==> src/rtl/stat_counter_ctrl.sv <==
// stat_counter_ctrl: run/halt sequencer for the MIPS core plus a bank of four
// wrapping statistics counters (cycles, jumps, taken branches, halts) that the
// board display reads through a sel-addressed mux.
module stat_counter_ctrl #(
    parameter int unsigned WIDTH = 32
) (
    input  logic             clk,
    input  logic             clr,
    input  logic             start,
    input  logic             halt,
    input  logic             go,
    input  logic             ev_jump,
    input  logic             ev_branch,
    input  logic             cnt_clr,
    input  logic [1:0]       sel,
    output logic             cpu_en,
    output logic [1:0]       state,
    output logic [WIDTH-1:0] cnt_out
);

    typedef enum logic [1:0] {
        ST_IDLE = 2'b00,
        ST_RUN  = 2'b01,
        ST_HALT = 2'b10,
        ST_STEP = 2'b11
    } state_t;

    state_t           r_state;
    logic [WIDTH-1:0] r_cycle_cnt;
    logic [WIDTH-1:0] r_jump_cnt;
    logic [WIDTH-1:0] r_branch_cnt;
    logic [WIDTH-1:0] r_halt_cnt;

    logic             w_active;
    logic             w_halt_evt;

    // The core executes (and events count) only in RUN and STEP.
    assign w_active   = (r_state == ST_RUN) || (r_state == ST_STEP);
    // The halting instruction itself is counted on the RUN->HALT edge.
    assign w_halt_evt = (r_state == ST_RUN) && halt;

    assign cpu_en = w_active;
    assign state  = r_state;

    // Run/halt sequencer; STEP lasts one cycle and ignores halt so the PC
    // moves past the syscall that is still being decoded.
    always_ff @(posedge clk) begin
        if (clr) begin
            r_state <= ST_IDLE;
        end else begin
            case (r_state)
                ST_IDLE: if (start) r_state <= ST_RUN;
                ST_RUN:  if (halt)  r_state <= ST_HALT;
                ST_HALT: if (go)    r_state <= ST_STEP;
                ST_STEP: r_state <= ST_RUN;
                default: r_state <= ST_IDLE;
            endcase
        end
    end

    // Event counters; soft clear beats any same-cycle increment, all wrap.
    always_ff @(posedge clk) begin
        if (clr || cnt_clr) begin
            r_cycle_cnt  <= '0;
            r_jump_cnt   <= '0;
            r_branch_cnt <= '0;
            r_halt_cnt   <= '0;
        end else begin
            if (w_active) begin
                r_cycle_cnt <= r_cycle_cnt + WIDTH'(1);
            end
            if (w_active && ev_jump) begin
                r_jump_cnt <= r_jump_cnt + WIDTH'(1);
            end
            if (w_active && ev_branch) begin
                r_branch_cnt <= r_branch_cnt + WIDTH'(1);
            end
            if (w_halt_evt) begin
                r_halt_cnt <= r_halt_cnt + WIDTH'(1);
            end
        end
    end

    // Zero-latency display mux over the registered counts.
    always_comb begin
        cnt_out = '0;
        case (sel)
            2'd0:    cnt_out = r_cycle_cnt;
            2'd1:    cnt_out = r_jump_cnt;
            2'd2:    cnt_out = r_branch_cnt;
            2'd3:    cnt_out = r_halt_cnt;
            default: cnt_out = '0;
        endcase
    end

endmodule

==> config.mk <==
export PLATFORM = sky130hd
export DESIGN_NAME = stat_counter_ctrl
export DESIGN_NICKNAME = d
export VERILOG_FILES = /design/src/rtl/stat_counter_ctrl.sv
export SDC_FILE = /design/constraint.sdc
export NUM_CORES = 1
export LEC_CHECK = 0
export BUFFER_PORTS_ARGS = -buffer_cell sky130_fd_sc_hd__buf_2
export CORE_ASPECT_RATIO = 1.5
export CORE_MARGIN = 4
export CORE_UTILIZATION = 25
export CTS_BUF_LIST = sky130_fd_sc_hd__clkbuf_4
export DETAILED_ROUTE_END_ITERATION = 16
export GPL_TIMING_DRIVEN = 0
export PLACE_DENSITY_LB_ADDON = 0.05
export SYNTH_ARGS = -nofsm -noshare
export SYNTH_HDL_FRONTEND = slang
export SYNTH_SLANG_ARGS = --single-unit
==> constraint.sdc <==
create_clock -name clk -period 3.44 [get_ports clk]
set_clock_uncertainty 0.2 [all_clocks]
set_input_delay 0.688 -clock clk [delete_from_list [all_inputs] [get_ports clk]]
set_output_delay 0.688 -clock clk [all_outputs]
set_load 0.005 [all_outputs]
Word-level counts from Yosys, hierarchy flattened
Cells that the tools add are included.

Div/mod/pow operators: 0. Shift operators: 0. $lt $le $gt $ge: 0. Add/sub/neg operators: 4. Bitwise operators: 0. Equality and inequality tests: 9. Multiplexer cells: 5. $mul: 0. Reduce and logical (&&, ||, !) cells: 8.

Operators with widths (number): adder 32 x 1 -> 32 bit, second input constant (4); one-hot mux 32 bit (4 select lines) (1); equality test 2 bit, second input constant (4); one-hot mux 2 bit (4 select lines) (1); two-way mux 2 bit (3); inequality test 2 bit, second input constant (3); equality test 2 x 1 -> 1 bit, second input constant (2); logical NOT 2 bit (2); logical AND 1 bit (3); AND reduction 3 bit (1); logical OR 1 bit (2).

Memories kept: 0. ROM bits: 0. Register bits after elaboration: 130. Latch bits: 0. Memory bits (writable): 0.

Logic depth before layout (Yosys ltp)
Depth in word-level cells: 3. Depth in mapped cells: 9. Mapped depth without buffers: 6.

Worst setup path before layout
No wires, ideal clock.

Path type: in2out. Start: in sel[1]. End: out cnt_out[0]. Path slack: 532 ps. Required time: 2552 ps. Arrival: 2020 ps. Stages: 3. Path through: clkbuf_1 buf_1 mux4_2.

Cells in the longest elaborated chain, start to end: 2. Elaborated cells between the ends (all ways): 5.

Ends and longest elaborated chain: start, declared (line 15) `input logic [1:0] sel,`; equality test 2 bit (tied with other cells) (line 87) `case (sel)`; one-hot mux 32 bit (4 select lines) (*) (line 87); end, declared (line 18) `output logic [WIDTH-1:0] cnt_out`.

Mark *: on every way between the ends. The rest lies on a longest branch, timed or not.

Final worst setup path
Start: reg r_state[1], in the netlist state[1]. End: out cpu_en.

Cells in the longest elaborated chain, start to end: 2. Elaborated cells between the ends (all ways): 3.

Ends and longest elaborated chain: start, declared (line 28) `state_t r_state;`; start signal, assigned (line 49) `r_state <= ST_IDLE;`; start signal, assigned (line 52) `ST_IDLE: if (start) r_state <= ST_RUN;`; start signal, assigned (line 53) `ST_RUN: if (halt) r_state <= ST_HALT;`; equality test 2 x 1 -> 1 bit or equality test 2 bit (tied branches) (line 38) `assign w_active = (r_state == ST_RUN) || (r_state == ST_STEP);`; logical OR 1 bit (*) (line 38); end, declared (line 16) `output logic cpu_en,`.

Marks and branches as above.

==> run metrics <==
routability cong. 0.869; P per Cell Area 366 nW/um^2; Worst-Margin Slew 0.889 ns; top_reg_cell synth dfxtp_1; Hold Crit Depth 3; vias in the first global route 6601; GRT Overall Usage 17.2%; clk sink count between 100 and 150; Layout fillers just under 3000; fin worst setup slack between 0.3 and 0.4 ns; synth warn 0; CTS clk-pin slew, worst paths 0.12 ns; reg-to-reg critical path endpoint r_halt_cnt[28]; Detail Route Antenna Nets 0; post-synthesis cell count a little under 800; CP Launch Point state[1]; WHS Endpoint r_halt_cnt[27]; pin count of the biggest net entering global routing 17; Final #Nets around 860; # rows 74; final setup vio count 0; Final HPWL DP between 15000 and 20000 microns; post-cts hold buffer count 0; final WL approximately 26000 microns; Yosys top cell area share 37.2%; Critical Path End Type primary output; max frequency 324 MHz; total number of H-tree levels 4; Area after DPL between 7000 and 8000 sq um; DR iter-0 viols ~430; final total power slightly below 3 mW; Area contributors post-synth dfxtp_1 (37%), mux4_2 (10%), or4_1 (6.3%); share of cells above drive strength 1 13.2%; CP Max Fanout 10; number of buffers added on ports about 40; crit path kind register to primary output; Slew Viols, Final 0; post-route cell area 7890 sq um; RSZ-0062 raised after global routing no; Place WS 0.0152 ns; CTS max path bufs 2; outcome completed; WL per Instance ~22 microns; final hold violation count 0; Min-Delay Startpoint clr; share of synthesized registers carrying an async set or reset 0%; worst min path class primary input to register; Max VDD drop 199 uV; Area Overhead vs Synth 12.8%; first-pass GRT wire length between 30000 and 40000 microns; post-synth cell types 37; residual DRC count 0; Reg2Reg Depth 8; Vias/cell 5.60; most common cell after layout, fill and taps aside dfxtp_1; placed cell count 1163; core area 27400 sq um; r2r setup slk 0.37 ns; cts bufs inserted 17; Initial Util 25.5%; r2r startpoint state[1]; Mean Syn Cell Area 8.97 sq um; Final Util 28.8%; Root Buffer clkbuf_4; die area approximately 30000 sq um; DRT Pass-1 Iters 5; Seq/Total Area, Yosys 37.2%; Non-Filler Instances 1195; number of synthesized flops with an enable pin 0; area leader, netlist dfxtp_1; most frequent cells in the layout dfxtp_1 (130), a21oi_1 (82), or4_1 (59); syn_nets around 800; routed via count 6693; critical path data arrival time about 2.2 ns; TritonCTS clock tree yes; Yosys reg bits 130; Syn Std Cell Area 6990 sq um; Die Y around 210 microns; worst skew pair latency 0.57 ns; total gr overflow 0; io pins 45; Tcrit/Tclk final 89.9%; Tmin final ~3.1 ns; Die X around 140 microns; Leak 2.23 nW; max-cap viol count 0; initial antenna violation count 1; Slew headroom 40.2%; CP Data Required Time 2.55 ns; CP startpoint kind register
## layout make-up
cell class,count,area (sq um),share of cell area (%)
plain buffers,51,201,2.55
clock inverters,8,88.8,1.13
diodes,2,5.00,0.0634
well taps,342,428,5.42
multi-input cells,578,4110,52.1
clock buffers,22,165,2.09
repair buffers,41,205,2.60
inverters,21,78.8,0.999
flip-flops and latches,130,2600,33.0
## worst max path at each step
stage / endpoint / slack [ns] / cells past startpoint
2_1_floorplan: cnt_out[0] / 0.53 / 3
3_3_place_gp: cnt_out[16] / -0.008 / 4
3_5_place_dp: cnt_out[16] / 0.02 / 4
4_1_cts: cnt_out[16] / 0.01 / 4
5_1_grt: r_halt_cnt[28] / 0.13 / 8
6_report: cpu_en / 0.35 / 6
## layer usage
metal / global-route usage (%) / share of wire [%]
met4: 6.47 / 2.8
met2: 30.9 / 53
met1: 19.9 / 41
met3: 3.65 / 3.7
met5: 0 / 0
## cell families after synthesis
kind of cell	share of synthesized area, %
multiplexers	11.7
XOR/XNOR	4.38
AND/OR/NAND/NOR	26.0
AO/OA/AOI/OAI	15.3
buffers and inverters	3.95
adder cells (fa/ha/maj)	1.43
flip-flops	37.2
## power breakdown
group	switching, mW	total, mW	internal [mW]
Combinational	0.186	0.304	0.117
Sequential	0.0244	1.55	1.52
Clock	0.585	1.04	0.454
## cells in the mapped netlist (2+ instances only)
| cell | number |
|---|---|
| dfxtp_1 | 130 |
| a21oi_1 | 82 |
| or4_1 | 59 |
| nand2_1 | 53 |
| o31ai_1 | 48 |
| clkbuf_1 | 42 |
| nand4_1 | 41 |
| nor2_1 | 41 |
| or3_1 | 39 |
| nand3_1 | 33 |
| mux4_2 | 32 |
| o21ai_0 | 28 |
| inv_1 | 21 |
| xnor2_1 | 18 |
| xor2_1 | 17 |
| and4_1 | 14 |
| mux2i_1 | 10 |
| nor3_1 | 10 |
| nor4_1 | 9 |
| ha_1 | 8 |
| buf_2 | 5 |
| o21a_1 | 5 |
| o41ai_1 | 5 |
| and2_1 | 4 |
| and3_1 | 4 |
| buf_1 | 4 |
| or4b_1 | 4 |
| o211ai_1 | 3 |
| o21ai_1 | 2 |
| or2_2 | 2 |
## state kept, by name, indices dropped and copies added, names as in the netlist
register      cells
r_branch_cnt     32
r_cycle_cnt      32
r_halt_cnt       32
r_jump_cnt       32
state             2
## stage by stage
step	TNS, ns	hold slack [ns]
after floorplan	0	0.240
after global placement	-0.00818	0.263
after detailed placement	0	0.271
after CTS	0	0.158
after global routing	0	0.174
final	0	0.220
## critical path, stage by stage, from the launching register on
cell and delay, ns:
dfxtp_1 0.41, inv_1 0.08, ha_1 0.30, buf_2 0.24
or2_2 0.30, clkbuf_1 0.15, buf_2 0.15
## timing repair
action                                  CTS  global route
endpoints found under the hold margin     0             0
buffers inserted                          0             0
endpoints found under the setup margin    0            28
gates resized for setup                   0             6
No activity file was read; power rests on OpenSTA's default activity.
